==> config.mk <==
export PLATFORM = sky130hd
export DESIGN_NAME = sha2_round_datapath
export DESIGN_NICKNAME = d
export VERILOG_FILES = /design/src/rtl/sha2_round_datapath.sv
export SDC_FILE = /design/constraint.sdc
export NUM_CORES = 2
export LEC_CHECK = 0
export BUFFER_PORTS_ARGS = -buffer_cell sky130_fd_sc_hd__buf_2
export CORE_AREA = 5 5 325 327
export CTS_BUF_LIST = sky130_fd_sc_hd__clkbuf_4 sky130_fd_sc_hd__clkbuf_8 sky130_fd_sc_hd__clkbuf_16
export CTS_CLUSTER_DIAMETER = 40
export DETAILED_ROUTE_END_ITERATION = 8
export DIE_AREA = 0 0 330 332
export GPL_TIMING_DRIVEN = 0
export SYNTH_ARGS = -nofsm -noshare
export SYNTH_HDL_FRONTEND = slang
export SYNTH_SLANG_ARGS = --single-unit
==> constraint.sdc <==
create_clock -name clk -period 46.7 [get_ports clk]
set_clock_uncertainty 0.1 [all_clocks]
set_input_delay 2.335 -clock clk [delete_from_list [all_inputs] [get_ports clk]]
set_output_delay 2.335 -clock clk [all_outputs]
set_load 0.05 [all_outputs]
==> src/rtl/sha2_round_datapath.sv <==
`default_nettype none
// ============================================================================
// Module   : sha2_round_datapath
// Brief    : SHA-2 compression datapath with working/chaining registers,
//            round-counter FSM, feed-forward and valid/ready digest output.
// Revision : 1.0 - initial release
// ============================================================================
module sha2_round_datapath #(
    parameter int WORD_W = 32,
    parameter int ROUNDS = 64
) (
    input  logic                      clk,
    input  logic                      rst,
    input  logic                      start,
    input  logic                      first_blk,
    input  logic                      last_blk,
    input  logic [8*WORD_W-1:0]       iv,
    input  logic [WORD_W-1:0]         t1,
    input  logic [WORD_W-1:0]         t2,
    input  logic                      round_valid,
    output logic [8*WORD_W-1:0]       state_out,
    output logic [$clog2(ROUNDS)-1:0] round_idx,
    output logic                      busy,
    output logic                      block_done,
    output logic [8*WORD_W-1:0]       digest,
    output logic                      digest_valid,
    input  logic                      digest_ready
);

    localparam int                 c_IDX_W    = $clog2(ROUNDS);
    localparam logic [c_IDX_W-1:0] c_LAST_IDX = c_IDX_W'(ROUNDS - 1);
    localparam logic [c_IDX_W-1:0] c_IDX_ONE  = c_IDX_W'(1);

    localparam logic [1:0] c_S_IDLE  = 2'd0;
    localparam logic [1:0] c_S_ROUND = 2'd1;
    localparam logic [1:0] c_S_FINAL = 2'd2;
    localparam logic [1:0] c_S_HOLD  = 2'd3;

    logic [1:0]         r_state;
    logic [1:0]         w_state_nxt;
    logic [WORD_W-1:0]  r_work  [8];
    logic [WORD_W-1:0]  r_chain [8];
    logic [WORD_W-1:0]  w_iv_word [8];
    logic [c_IDX_W-1:0] r_round_idx;
    logic               r_last;
    logic               r_busy;
    logic               r_block_done;
    logic               r_digest_valid;
    logic               w_busy_nxt;
    logic               w_block_done_nxt;
    logic               w_digest_valid_nxt;
    logic               w_start_acc;
    logic               w_round_acc;
    logic               w_round_end;

    // Word 0 (A / H0) occupies the most significant slice of every bus.
    genvar gi;
    generate
        for (gi = 0; gi < 8; gi = gi + 1) begin : g_word
            assign w_iv_word[gi]                          = iv[(7-gi)*WORD_W +: WORD_W];
            assign state_out[(7-gi)*WORD_W +: WORD_W]     = r_work[gi];
            assign digest[(7-gi)*WORD_W +: WORD_W]        = r_chain[gi];
        end
    endgenerate

    assign w_start_acc = (r_state == c_S_IDLE) && start;
    assign w_round_acc = (r_state == c_S_ROUND) && round_valid;
    assign w_round_end = w_round_acc && (r_round_idx == c_LAST_IDX);

    always_ff @(posedge clk or posedge rst) begin
        if (rst) begin
            r_state <= c_S_IDLE;
        end else begin
            r_state <= w_state_nxt;
        end
    end

    always_comb begin
        w_state_nxt = r_state;
        case (r_state)
            c_S_IDLE:  if (start)        w_state_nxt = c_S_ROUND;
            c_S_ROUND: if (w_round_end)  w_state_nxt = c_S_FINAL;
            c_S_FINAL: w_state_nxt = r_last ? c_S_HOLD : c_S_IDLE;
            c_S_HOLD:  if (digest_ready) w_state_nxt = c_S_IDLE;
            default:   w_state_nxt = c_S_IDLE;
        endcase
    end

    // Status outputs are decoded from the next state so they appear registered.
    always_comb begin
        w_busy_nxt         = (w_state_nxt != c_S_IDLE);
        w_block_done_nxt   = (w_state_nxt == c_S_FINAL);
        w_digest_valid_nxt = (w_state_nxt == c_S_HOLD);
    end

    always_ff @(posedge clk or posedge rst) begin
        if (rst) begin
            r_busy         <= 1'b0;
            r_block_done   <= 1'b0;
            r_digest_valid <= 1'b0;
        end else begin
            r_busy         <= w_busy_nxt;
            r_block_done   <= w_block_done_nxt;
            r_digest_valid <= w_digest_valid_nxt;
        end
    end

    always_ff @(posedge clk or posedge rst) begin
        if (rst) begin
            for (int i = 0; i < 8; i++) begin
                r_work[i]  <= '0;
                r_chain[i] <= '0;
            end
            r_round_idx <= '0;
            r_last      <= 1'b0;
        end else if (w_start_acc) begin
            r_last      <= last_blk;
            r_round_idx <= '0;
            for (int i = 0; i < 8; i++) begin
                if (first_blk) begin
                    r_work[i]  <= w_iv_word[i];
                    r_chain[i] <= w_iv_word[i];
                end else begin
                    r_work[i]  <= r_chain[i];
                end
            end
        end else if (w_round_acc) begin
            r_work[0] <= t1 + t2;
            r_work[1] <= r_work[0];
            r_work[2] <= r_work[1];
            r_work[3] <= r_work[2];
            r_work[4] <= r_work[3] + t1;
            r_work[5] <= r_work[4];
            r_work[6] <= r_work[5];
            r_work[7] <= r_work[6];
            // Wrap to zero so the index never leaves 0..ROUNDS-1 for non-power-of-2 ROUNDS.
            r_round_idx <= w_round_end ? '0 : r_round_idx + c_IDX_ONE;
        end else if (r_state == c_S_FINAL) begin
            for (int i = 0; i < 8; i++) begin
                r_chain[i] <= r_chain[i] + r_work[i];
            end
        end
    end

    assign round_idx    = r_round_idx;
    assign busy         = r_busy;
    assign block_done   = r_block_done;
    assign digest_valid = r_digest_valid;

endmodule
`default_nettype wire

# Yosys cells after proc, flatten, opt, wreduce, memory -nomap -nowiden
# Cells that the tools add are included.
[word_totals] register_bits=524 input_bits=327 output_inout_bits=521 word_cells=69
[op_classes] n_addsub=11 eq_ne=7 muxes=21 n_reduce_logical=8
[op_table] op="$mux W256" count=5
[op_table] op="$add A32 B32 Y32" count=10
[op_table] op="$mux W32" count=8
[op_table] op="$mux W6" count=3
[op_table] op="$eq A2 B2 Y1 const B" count=4
[op_table] op="$mux W2" count=4
[op_table] op="$pmux W2 S4" count=1
[op_table] op="$add A6 B1 Y6 const B" count=1
[op_table] op="$eq A6 B6 Y1 const B" count=1
[op_table] op="$reduce_bool A2 Y1" count=3
[op_table] op="$logic_and A1 B1 Y1" count=3
[op_table] op="$eq A2 B1 Y1 const B" count=1
[op_table] op="$logic_not A2 Y1" count=1
[op_table] op="$ne A2 B2 Y1 const B" count=1
[op_table] op="$reduce_and A2 Y1" count=1

# Longest topological paths before layout
[logic_depth] depth_word=6 mapped_depth=13 ltp_nobuf=13

# Worst setup path before layout
# OpenSTA, ideal clock, no wires.
[synth_timing] path_kind="in2reg" startpoint="input t1[0]" endpoint="register r_work (netlist bit state_out[120])" setup_ns=0.137 arrival_time_ns=4.966 required_ns=46.463 setup_slack_ns=41.497 stages=13 path_buffers=0 path_cell_list="ha_1 > fa_1 > a21o_1 > a21oi_1 > o31ai_1 > a2111oi_0 > o221ai_1 > o21ai_1 > o21ai_2 > a21o_1 > a21oi_1 > xor2_1 > a21oi_1"
[synth_via] elab_chain_len=3
[synth_lines] element="from (decl)" line_no="18" source="input logic [WORD_W-1:0] t1,"
[synth_lines] element="$add A32 B32 Y32" line_no="132" source="r_work[4] <= r_work[3] + t1;"
[synth_lines] element="$mux W256" line_no="127" source="end else if (w_round_acc) begin"
[synth_lines] element="$mux W256" line_no="116" source="end else if (w_start_acc) begin"
[synth_lines] element="to (signal, indexed assignment)" line_no="121" source="r_work[i] <= w_iv_word[i];"
[synth_lines] element="to (signal, indexed assignment)" line_no="124" source="r_work[i] <= r_chain[i];"
[synth_lines] element="to (decl)" line_no="41" source="logic [WORD_W-1:0] r_work [8];"
# No other way between the ends. The select of a mux whose other input is x is not followed.
# A chain may end at the register's enable or synchronous reset.

# Worst setup path in the final report
[layout_timing] startpoint="input start" endpoint="register r_chain (netlist bit digest[107])"
[layout_via] elab_chain_len=3 elab_cells_between_ends=5 cone_classes="1 x eq/ne; 1 x mux; 3 x reduce/logical"
[layout_lines] element="from (decl)" line_no="14" source="input logic start,"
[layout_lines] element="$logic_and A1 B1 Y1 *" line_no="66" source="assign w_start_acc = (r_state == c_S_IDLE) && start;"
[layout_lines] element="$ne A2 B2 Y1 (no line) or $reduce_bool A2 Y1 (tied branches)"
[layout_lines] element="$reduce_and A2 Y1 (no line)"
[layout_lines] element="to (signal, indexed assignment)" line_no="122" source="r_chain[i] <= w_iv_word[i];"
[layout_lines] element="to (signal, indexed assignment)" line_no="140" source="r_chain[i] <= r_chain[i] + r_work[i];"
[layout_lines] element="to (decl)" line_no="42" source="logic [WORD_W-1:0] r_chain [8];"
# Every way passes the cells marked *; elsewhere a longest branch is shown, timed or not.

==> reports/metrics.yaml <==
placed_design:
  hpwlAfterDp_mm: 176.5
  place_ws_ns: 39.36
  dp_cells: 6611
  gp_congestion: 0.9931
  io_buffers: 846
timing:
  fin_ws_ns: 39.92
  min_period_ns: 6.778
  fin_hold_ws_ns: 0.4181
  max_slew_margin_pct: -2.488
  fmax_ghz: 0.1475
  tightest_slew_ns: 1.537
  hold_viol_final: 0
  slew_viol_final: 21
  rsz0062_at_grt: "false"
  setup_viol: 0
  fin_tns_setup_ns: 0
  fin_crit_sh_pct: 14.51
routing:
  first_pass_iters: 6
  drc: 0
  wl_met3_mm: 23.28
  wl_met2_mm: 102.4
  wl_per_cell_um: 32.62
  postRouteAntennaNets: 0
  drt_first_iter_violations: 4173
  via_per_inst: 6.166
  maxUsedRoutingLayer: "met5"
  wl_met1_mm: 82.11
  vias: 42200
  routed_wl_mm: 223.2
critical_path:
  critPathKind: "in2reg"
  crit_path_max_fanout: 10
  critPathRequiredTime_ns: 47.18
  arrival_ns: 7.26
  start_kind: "input port"
  crit_path_end_kind: "flip-flop"
synth:
  yosysMostFrequentCell: "dfrtp_1"
  synth-edff-count: 0
  synthTopCellsByCount: "dfrtp_1 (524), a21oi_1 (501), nor2_1 (358)"
  ys_seq_area_share_pct: 33.61
  syn_area_per_cell_um2: 8.910
  synthTopCellsByArea: "dfrtp_1 (34%), ha_1 (10%), mux2i_1 (6.9%)"
  syn_nets: 5026
  ys_async_sr_fraction_pct: 100.0
  synth_top_flop_cell: "dfrtp_1"
  synth_top_area_cell: "dfrtp_1"
  ys_seq_elements: 524
  ys_warn_count: 0
  synth_area_mm2: 0.03901
  ys_types: 94
  syn-instance-count: 4378
  yosysTopAreaCellShare_pct: 33.61
global_route:
  grt_overflow: 0
  grt_pass1_wl_mm: 306.0
  first_global_vias: 41110
  grt_max_degree: 122
  antenna_found_initial: 34
  grt.total_usage_pct: 38.79
layout:
  layout.nets: 5996
  fillers: 10170
  finish.utilization_pct: 48.01
  final_cell_count_no_fill: 6844
  drive_gt1_share_pct: 21.22
  syn2layout_area_growth_pct: 26.29
power:
  peakVddDrop_mv: 0.03543
  p_leak_nw: 24.43
  switching_power_mw: 1.426
  p_per_area_mw_per_mm2: 60.67
  p_comb_share_pct: 46.9
  p_sw_share_pct: 47.72
  pwr-share-clk_pct: 28.2
  pwr-share-seq_pct: 24.9
  p_int_mw: 1.563
run_status:
  violations: "max-capacitance violations, max-slew violations"
  status: "finished, violations left"
cts:
  clkTransAtPathRegs_ns: 0.05
  numCtsBuffers: 113
  cts_tree: "yes"
  clkSinkCount: 524
  cts.path.max_buffers: 3
  ctsHoldBuffers: 0
  clockRootBuffer: "clkbuf_16"
  clock_latency_ns: 0.71
  cts_setup_buffers: 0
  post_cts_resized: 0
  h-tree-depth: 3
die:
  row_count: 118
  fp.dieW_um: 330
  die_h_um: 332
  coreArea_mm2: 0.1026
  die-area_mm2: 0.1096
  initial_core_util_pct: 38.02
  io_pins: 848
run:
  maxCapViolCount: 2
min_path:
  hp-class: "reg2reg"
-- through the flow --
step	instance area (um2)	power [mW]
3_5_place_dp	45170	2.120
3_3_place_gp	44970	2.110
2_1_floorplan	39010	1.671
4_1_cts	49170	2.966
5_1_grt	49220	3.109
6_report	49270	2.989
-- state kept, by name (all words and copies together) (netlist names) --
name and count:
digest_valid 1, round_idx 6, r_state 2, digest 256, state_out 256, block_done 1
busy 1, r_last 1
-- final timing paths --
kind	startpoint	endpoint	slack [ns]	cells after the start
setup / recovery	start	digest[107]	39.92	8
min in group asynchronous	rst	state_out[233]	1.71	3
hold reg to reg	digest[75]	digest[75]	0.42	2
setup reg to reg	r_state[0]	digest[107]	40.99	8
max in group asynchronous	rst	digest[183]	43.33	5
hold / removal	digest[75]	digest[75]	0.42	2
-- routing by layer --
metal  vias to the layer above  global-route usage (%)
li1                      18410                       -
met1                     20760                   45.12
met2                      2376                   63.28
met3                       629                   12.30
met4                        22                   21.60
met5                         -                       0
-- logic make-up (layout without fill, tap and decap cells) --
family	count (synthesis)	count (layout)	share of synthesized area, %
flip-flops	524	524	33.61
AO/OA/AOI/OAI	1646	1646	27.63
other	0	20	0
buffers and inverters	311	1377	3.005
XOR/XNOR	278	278	6.242
adder cells (fa/ha/maj)	321	321	10.49
multiplexers	293	293	7.602
AND/OR/NAND/NOR	1005	1005	11.42
-- worst max-delay path, stage by stage --
cell	delay (ns)
buf_2	0.14
o21ai_2	0.70
clkbuf_1	0.94
clkbuf_1	1.10
clkbuf_1	0.91
clkbuf_1	0.87
nand2_1	0.11
o31ai_1	0.11
-- placed cells by master (no fill, tap or decap), drive strengths merged, types with 53 or more instances in the layout --
master,n
buf,885
dfrtp,524
a21oi,503
nor2,358
clkbuf,352
o21ai,350
nand2,349
ha,311
mux2i,267
a21o,193
xnor2,152
a221o,148
xor2,126
inv,80
o21bai,78
nand3,66
a211oi,55
o22ai,53
-- power groups by stage --
stage / sequential (mW) / combinational [mW] / clock [mW]
2_1_floorplan: 0.975 / 0.695 / 0
3_3_place_gp: 0.742 / 1.37 / 0
3_5_place_dp: 0.742 / 1.38 / 0
4_1_cts: 0.736 / 1.38 / 0.846
5_1_grt: 0.746 / 1.50 / 0.867
6_report: 0.746 / 1.40 / 0.843
-- final cells by class --
class	count	area, um2	area share, %
clock buffers	146	3236	6.567
repair buffers	855	4449	9.031
well taps	1380	1727	3.505
flip-flops and latches	524	13110	26.62
inverters	75	289.0	0.5867
clock inverters	65	762.0	1.547
multi-input cells	3543	24740	50.21
diodes	20	50.05	0.1016
plain buffers	236	905.9	1.839
Power figures use the tool's default switching activity.
